`config.mk`:
```
export PLATFORM = sky130hd
export DESIGN_NAME = gray_threshold
export DESIGN_NICKNAME = d
export VERILOG_FILES = /design/src/rtl/gray_threshold.sv
export SDC_FILE = /design/constraint.sdc
export NUM_CORES = 1
export LEC_CHECK = 0
export BUFFER_PORTS_ARGS = -buffer_cell sky130_fd_sc_hd__buf_2
export CAP_MARGIN = 20
export CORE_ASPECT_RATIO = 1.2
export CORE_MARGIN = 10
export CORE_UTILIZATION = 37
export DETAILED_ROUTE_END_ITERATION = 10
export PLACE_DENSITY = 0.57
export SYNTH_ARGS = -nofsm -noshare
export SYNTH_HDL_FRONTEND = slang
export SYNTH_SLANG_ARGS = --single-unit
```
`constraint.sdc`:
```
create_clock -name clk -period 2.85 [get_ports clk]
set_input_delay 0 -clock clk [delete_from_list [all_inputs] [get_ports clk]]
set_output_delay 0 -clock clk [all_outputs]
set_load 0.01 [all_outputs]
```
`src/rtl/gray_threshold.sv`:
```
// Purpose : copy a BMP header from ROM to RAM, then binarize each pixel on its B byte against a latched threshold.
// Latency : start accepted in cycle 0 -> last RAM write in cycle 2*BMP_TOTAL_SIZE, done pulse in the cycle after.
// Backpres: none; ROM data is used in the same cycle it is addressed and RAM accepts every write. Optional macro THRESH_INVERT_EN flips result polarity.
module gray_threshold #(
    parameter int BYTE_WIDTH      = 8,
    parameter int ADDR_WIDTH      = 20,
    parameter int BMP_HEADER_SIZE = 54,
    parameter int BMP_TOTAL_SIZE  = 54 + 3 * 512 * 512
) (
    input  logic                  clk,
    input  logic                  rst_n,
    input  logic                  in_valid,
    input  logic [BYTE_WIDTH-1:0] threshold,
    input  logic [BYTE_WIDTH-1:0] ROM_Q,
    output logic                  ROM_valid,
    output logic [ADDR_WIDTH-1:0] ROM_addr,
    output logic                  RAM_valid,
    output logic [BYTE_WIDTH-1:0] RAM_D,
    output logic [ADDR_WIDTH-1:0] RAM_addr,
    output logic                  done
);

    typedef enum logic [2:0] {
        IDLE   = 3'd0,
        RD_HDR = 3'd1,
        WR_HDR = 3'd2,
        RD_PIX = 3'd3,
        WR_PIX = 3'd4,
        DONE   = 3'd5
    } state_t;

    localparam logic [ADDR_WIDTH-1:0] HDR_LAST  = ADDR_WIDTH'(BMP_HEADER_SIZE - 1);
    localparam logic [ADDR_WIDTH-1:0] TOTAL     = ADDR_WIDTH'(BMP_TOTAL_SIZE);
    localparam logic [BYTE_WIDTH-1:0] ALL_ONES  = {BYTE_WIDTH{1'b1}};
    localparam logic [BYTE_WIDTH-1:0] ALL_ZEROS = '0;

    state_t                  state_q, state_d;
    logic [ADDR_WIDTH-1:0]   rom_addr_q, rom_addr_d;
    logic [ADDR_WIDTH-1:0]   ram_addr_q, ram_addr_d;
    logic [1:0]              cnt_q, cnt_d;       // byte index inside a pixel triplet
    logic [BYTE_WIDTH-1:0]   data_q, data_d;     // header byte or pixel B byte
    logic [BYTE_WIDTH-1:0]   thr_q, thr_d;
    logic                    pix_hit;
    logic [BYTE_WIDTH-1:0]   pix_res;

    // Binarization result for the latched B byte against the threshold captured at start
    always_comb begin
        pix_hit = (data_q >= thr_q);
`ifdef THRESH_INVERT_EN
        pix_res = pix_hit ? ALL_ZEROS : ALL_ONES;
`else
        pix_res = pix_hit ? ALL_ONES : ALL_ZEROS;
`endif
    end

    // Next-state, datapath updates and strobes
    always_comb begin
        state_d    = state_q;
        rom_addr_d = rom_addr_q;
        ram_addr_d = ram_addr_q;
        cnt_d      = cnt_q;
        data_d     = data_q;
        thr_d      = thr_q;
        ROM_valid  = 1'b0;
        RAM_valid  = 1'b0;
        RAM_D      = data_q;
        done       = 1'b0;
        case (state_q)
            IDLE: begin
                if (in_valid) begin
                    thr_d   = threshold;
                    state_d = RD_HDR;
                end
            end
            RD_HDR: begin
                ROM_valid  = 1'b1;
                data_d     = ROM_Q;
                rom_addr_d = rom_addr_q + 1'b1;
                state_d    = WR_HDR;
            end
            WR_HDR: begin
                RAM_valid  = 1'b1;
                ram_addr_d = ram_addr_q + 1'b1;
                state_d    = (ram_addr_q == HDR_LAST) ? RD_PIX : RD_HDR;
            end
            RD_PIX: begin
                ROM_valid  = 1'b1;
                rom_addr_d = rom_addr_q + 1'b1;
                // Only B drives the decision; G and R are read to keep ROM_addr in step
                if (cnt_q == 2'd0) data_d = ROM_Q;
                if (cnt_q == 2'd2) begin
                    cnt_d   = 2'd0;
                    state_d = WR_PIX;
                end else begin
                    cnt_d = cnt_q + 2'd1;
                end
            end
            WR_PIX: begin
                RAM_valid  = 1'b1;
                RAM_D      = pix_res;
                ram_addr_d = ram_addr_q + 1'b1;
                if (cnt_q == 2'd2) begin
                    cnt_d   = 2'd0;
                    state_d = (ram_addr_d < TOTAL) ? RD_PIX : DONE;
                end else begin
                    cnt_d = cnt_q + 2'd1;
                end
            end
            DONE: begin
                done       = 1'b1;
                rom_addr_d = '0;
                ram_addr_d = '0;
                state_d    = IDLE;
            end
            default: state_d = IDLE;
        endcase
    end

    // State and datapath registers; reset aborts any run in progress
    always_ff @(posedge clk or negedge rst_n) begin
        if (!rst_n) begin
            state_q    <= IDLE;
            rom_addr_q <= '0;
            ram_addr_q <= '0;
            cnt_q      <= 2'd0;
            data_q     <= '0;
            thr_q      <= '0;
        end else begin
            state_q    <= state_d;
            rom_addr_q <= rom_addr_d;
            ram_addr_q <= ram_addr_d;
            cnt_q      <= cnt_d;
            data_q     <= data_d;
            thr_q      <= thr_d;
        end
    end

    assign ROM_addr = rom_addr_q;
    assign RAM_addr = ram_addr_q;

endmodule

```
### Word level (Yosys, flattened, before mapping)

Index checks and enable logic that the tools add are counted.

* output and inout port bits: 51
* bits of input ports: 19
* flip-flop bits (word level): 61

* order comparisons: 2
* $add $sub $neg: 3
* reductions and logical operators: 11
* multiplexer cells: 16
* eq/ne operators: 11

Operators by type and width (number)
* $pmux 20 s2: 2
* $add 20x1->20 const B: 2
* $mux 8: 3
* $eq 20x6->1 const B: 1
* $lt 20x20->1 const B: 1
* $pmux 8 s2: 1
* $pmux 3 s5: 1
* $mux 3: 4
* $ge 8x8->1: 1
* $ne 2x2->1 const B: 4
* $eq 3x2->1 const B: 2
* $eq 3x3->1 const B: 2
* $reduce_bool 2->1: 3
* $reduce_or 2->1: 3
* $mux 2: 2
* $reduce_and 2->1: 2
* $eq 3x1->1 const B: 1
* $logic_not 3->1: 1
* $mux 1: 3
* $reduce_and 3->1: 1
* $add 2x1->2 const B: 1
* $eq 2x2->1 const B: 1
* $logic_not 2->1: 1

### Logic depth before layout (Yosys ltp)

* word-level depth: 5
* mapped depth: 10

### Least setup slack after synthesis

Ideal clock, no wire load.

* path type: reg-to-reg
* from: register ram_addr_q[0] (netlist: RAM_addr[0])
* to: register state_q[2]
* arrival time: 1985 ps
* required time: 2715 ps
* buffers on the path: 0
* setup slack: 730 ps
* stages on the path, launching flop included: 9
* cells stage by stage: dfrtp_1 -> ha_1 -> nand3_2 -> nor4_4 -> xor2_1 -> a211o_1 -> a221oi_2 -> a31o_1 -> a31oi_1

* cells in the longest elaborated chain, start to end: 5

RTL lines
* start, declared: line 39 `logic [ADDR_WIDTH-1:0] ram_addr_q, ram_addr_d;`
* start signal, assigned: line 131 `ram_addr_q <= ram_addr_d;`
* $add 20x1->20: line 101 `ram_addr_d = ram_addr_q + 1'b1;`
* $lt 20x20->1: line 104 `state_d = (ram_addr_d < TOTAL) ? RD_PIX : DONE;`
* $mux 3: line 104
* $mux 3: line 102 `if (cnt_q == 2'd2) begin`
* $pmux 3 s5: line 68 `case (state_q)`
* end signal, assigned: line 129 `state_q <= state_d;`
* end, declared: line 37 `state_t state_q, state_d;`

No other way between the ends. The select of a mux whose other input is x is not followed.
A chain may end at the register's enable or synchronous reset.

### Worst setup path after layout

* from: register data_q[0]
* to: output port RAM_D[7]

* cells in the longest elaborated chain, start to end: 3

RTL lines
* start, declared: line 41 `logic [BYTE_WIDTH-1:0] data_q, data_d;`
* start signal, assigned: line 133 `data_q <= data_d;`
* $ge 8x8->1: line 48 `pix_hit = (data_q >= thr_q);`
* $mux 8: line 52 `pix_res = pix_hit ? ALL_ONES : ALL_ZEROS;`
* $mux 8: line 68
* end, declared: line 18 `output logic [BYTE_WIDTH-1:0] RAM_D,`

No other way between the ends.

==> impl_metrics.yaml <==
logic_synthesis:
  syn_area_um2: 3640
  synth_area_per_cell_um2: 9.032
  synth_nets: 433
  ys_ff_latch: 61
  yosysWarnings: 0
  synth_ff_type: "dfrtp_1"
  seq_area_frac_synth_pct: 41.94
  synth.distinct_cells: 61
  yosys-top-cells-area: "dfrtp_1 42%, o21ai_0 6.1%, nor2_1 5.6%"
  synth_cells: 403
  synthArstFlopShare_pct: 100.0
  synth_top_area_share_pct: 41.94
  synth_largest_area_cell: "dfrtp_1"
  synth_edf_count: 0
worst_hold_path:
  hold_class: "in -> reg"
sta:
  setup_violations: 0
  worst_pin_slew_ns: 0.8214
  clock_skew_ns: 0.005787
  clock.fmax_ghz: 0.3921
  finalCritPeriodShare_pct: 89.49
  finalSetupTns_ns: 0
  slew_headroom_pct: 45.24
  slew_violations: 0
  finalCriticalPeriod_ns: 2.551
  rsz0062_at_grt: "false"
  finalHoldViolCount: 0
finish:
  syn2layout_area_growth_pct: 25.47
  antennaDiodeCount: 0
  fin_area_um2: 4567
  fin_nets: 517
  final_cells: 615
  post_route_cells_drive_above_1_share_pct: 23.98
route:
  vias: 3259
  drt_iter0_markers: 95
  drtPass1Iterations: 4
  wl_met1_mm: 4.152
  route.met2.wl_mm: 4.502
  detail_route.wl_per_cell_um: 15.17
  top_layer: "met4"
  drc: 0
  antenna_left: 0
  via_per_inst: 5.299
  wl_mm: 9.332
  dr_wl_met3_um: 455
grt:
  grt_pass1_wl_mm: 15.93
  grt_max_degree: 62
  grt.overflow.total: 0
  first_global_vias: 3330
  antenna_found_initial: 0
  grt_usage_pct: 13.31
job:
  cap_viol_max_count: 0
clock_network:
  cts_setup_buffers: 0
  clock_sinks: 61
  htree_levels: 3
  cts_tree: "yes"
  cts.path.max_buffers: 2
  cts_root_buffer: "clkbuf_16"
  path_clk_slew_ns: 0.05
  clk_latency_ns: 0.33
  numCtsBuffers: 9
power_and_ir_drop:
  p_sw_mw: 0.4705
  power_frac_seq_pct: 40.9
  combPwrFrac_pct: 4.4
  vdd_ir_drop_max_v: 0.0003781
  clock_power_share_pct: 54.7
  swShare_pct: 21.70
  p_leak_nw: 2.143
  power.density_nw_per_um2: 474.7
  p_int_mw: 1.697
setup_path:
  end_kind: "primary output"
  start_kind: "flip-flop"
  arrival_ns: 2.55
  crit_type: "reg -> out"
  worstPathMaxFanout: 8
  crit_required_ns: 2.85
floorplanning:
  num_io_pins: 70
  die_w_um: 110.5
  core_um2: 9564
  die_area_um2: 14220
  die_h_um: 128.7
  placement_rows: 39
  start_util_pct: 38.06
placed_design:
  dpl.cell_count: 581
  hpwl_mm: 6.555
  postPlaceCellArea_um2: 4059
  gp_congestion: 0.7927
  portBuffers: 69
status:
  status: "complete, no violations"
==> cell usage in the layout (no fill, tap or decap), types with 4 or more instances in the layout <==
master	netlist	layout
buf_2	7	69
inv_1	15	15
xor2_1	11	11
nand2b_1	5	5
mux2_2	10	10
clkbuf_16	0	9
dfrtp_1	61	61
dlygate4sd3_1	0	17
nand3_1	14	14
a31oi_1	9	8
nand4_1	12	12
o21ai_0	44	44
a21oi_1	13	13
and2_1	4	4
buf_4	3	9
ha_1	11	11
nor2b_1	7	7
nand2_1	35	35
xnor2_1	7	7
and3_1	8	8
o31ai_1	9	9
nor2_1	54	54
==> power by group through the flow <==
stage	clock network, mW	registers [mW]	logic, mW
6_report	1.19	0.886	0.0953
5_1_grt	1.25	0.887	0.110
4_1_cts	1.21	0.886	0.0975
3_5_place_dp	0	0.902	0.0792
3_3_place_gp	0	0.901	0.0777
2_1_floorplan	0	0.900	0.0351
==> worst paths after layout <==
check                            start            to  slack (ns)  depth (start not counted)
max reg2reg                RAM_addr[0]    state_q[2]        0.45                          8
min reg2reg                   thr_q[0]      thr_q[0]        0.52                          1
min                           in_valid    state_q[0]        0.10                          4
max in group asynchronous        rst_n   RAM_addr[6]        1.91                          3
min in group asynchronous        rst_n  RAM_addr[17]        0.35                          3
max                          data_q[0]      RAM_D[7]        0.30                         10
==> worst max-delay path: stages (launching register included) <==
cell and delay (ns):
dfrtp_1 0.37, inv_1 0.05, ha_1 0.27, nand2b_1 0.15, a21o_1 0.18, a21o_1 0.18
a211oi_1 0.25, o21bai_1 0.12, a31oi_2 0.39, nor2_1 0.10, buf_2 0.16
==> per-layer routing <==
layer,GRT usage [%],vias to the layer above
met2,22.88,71
met1,15.10,1564
li1,-,1610
met3,3.254,14
met4,6.902,0
met5,0,-
==> synth_stat cells (2+ instances only) <==
master / n
a21o_1: 3
a21oi_1: 13
a22oi_1: 2
a31o_1: 2
a31oi_1: 9
and2_1: 4
and3_1: 8
and4_1: 3
buf_2: 7
buf_4: 3
buf_6: 2
clkbuf_1: 6
dfrtp_1: 61
ha_1: 11
inv_1: 15
mux2_2: 10
nand2_1: 35
nand2b_1: 5
nand3_1: 14
nand4_1: 12
nand4b_1: 2
nor2_1: 54
nor2b_1: 7
nor3_1: 3
nor3_4: 2
nor4_1: 3
nor4b_1: 2
o21ai_0: 44
o22ai_1: 2
o31ai_1: 9
o41ai_1: 2
or3_1: 3
xnor2_1: 7
xor2_1: 11
==> state kept, by name, indices dropped and copies added (netlist names) <==
signal / count
cnt_q: 2
data_q: 8
ROM_addr: 20
thr_q: 8
state_q: 3
RAM_addr: 20
==> what timing repair did <==
item / in CTS / in global routing
setup endpoints to repair: 0 / 7
hold endpoints to repair: 77 / 0
hold buffers: 17 / 0
gates resized for setup: 0 / 1
==> area by class of cell <==
class                   count  area, um2
flip-flops and latches     61       1526
clock inverters             7      98.84
multi-input cells         304       1919
inverters                  16      60.06
clock buffers               9      225.2
well taps                 123      153.9
repair buffers             95      583.1
fillers                   927       4997
==> kinds of logic (layout without fill, tap and decap cells) <==
| kind of cell | count (synthesis) | after routing | synth area share, % |
|---|---|---|---|
| flops | 61 | 61 | 41.94 |
| simple gates | 165 | 165 | 24.03 |
| xor+xnor | 18 | 18 | 4.331 |
| fa+ha+maj | 11 | 11 | 3.781 |
| mux | 12 | 12 | 3.678 |
| compound gates | 98 | 98 | 16.57 |
| buf+inv | 38 | 127 | 5.672 |
==> stage by stage <==
stage	total power, mW	setup WS, ns	hold WS (ns)	util (%)
2_1_floorplan	0.9348	0.7300	-0.2956	-
3_3_place_gp	0.9788	0.4516	0.2065	42.44
5_1_grt	2.248	0.1366	0.1264	47.75
3_5_place_dp	0.9807	0.4253	0.2069	42.44
6_report	2.168	0.2994	0.1006	47.75
4_1_cts	2.193	0.07371	0.09401	47.61
(Power assumes the default switching activity.)
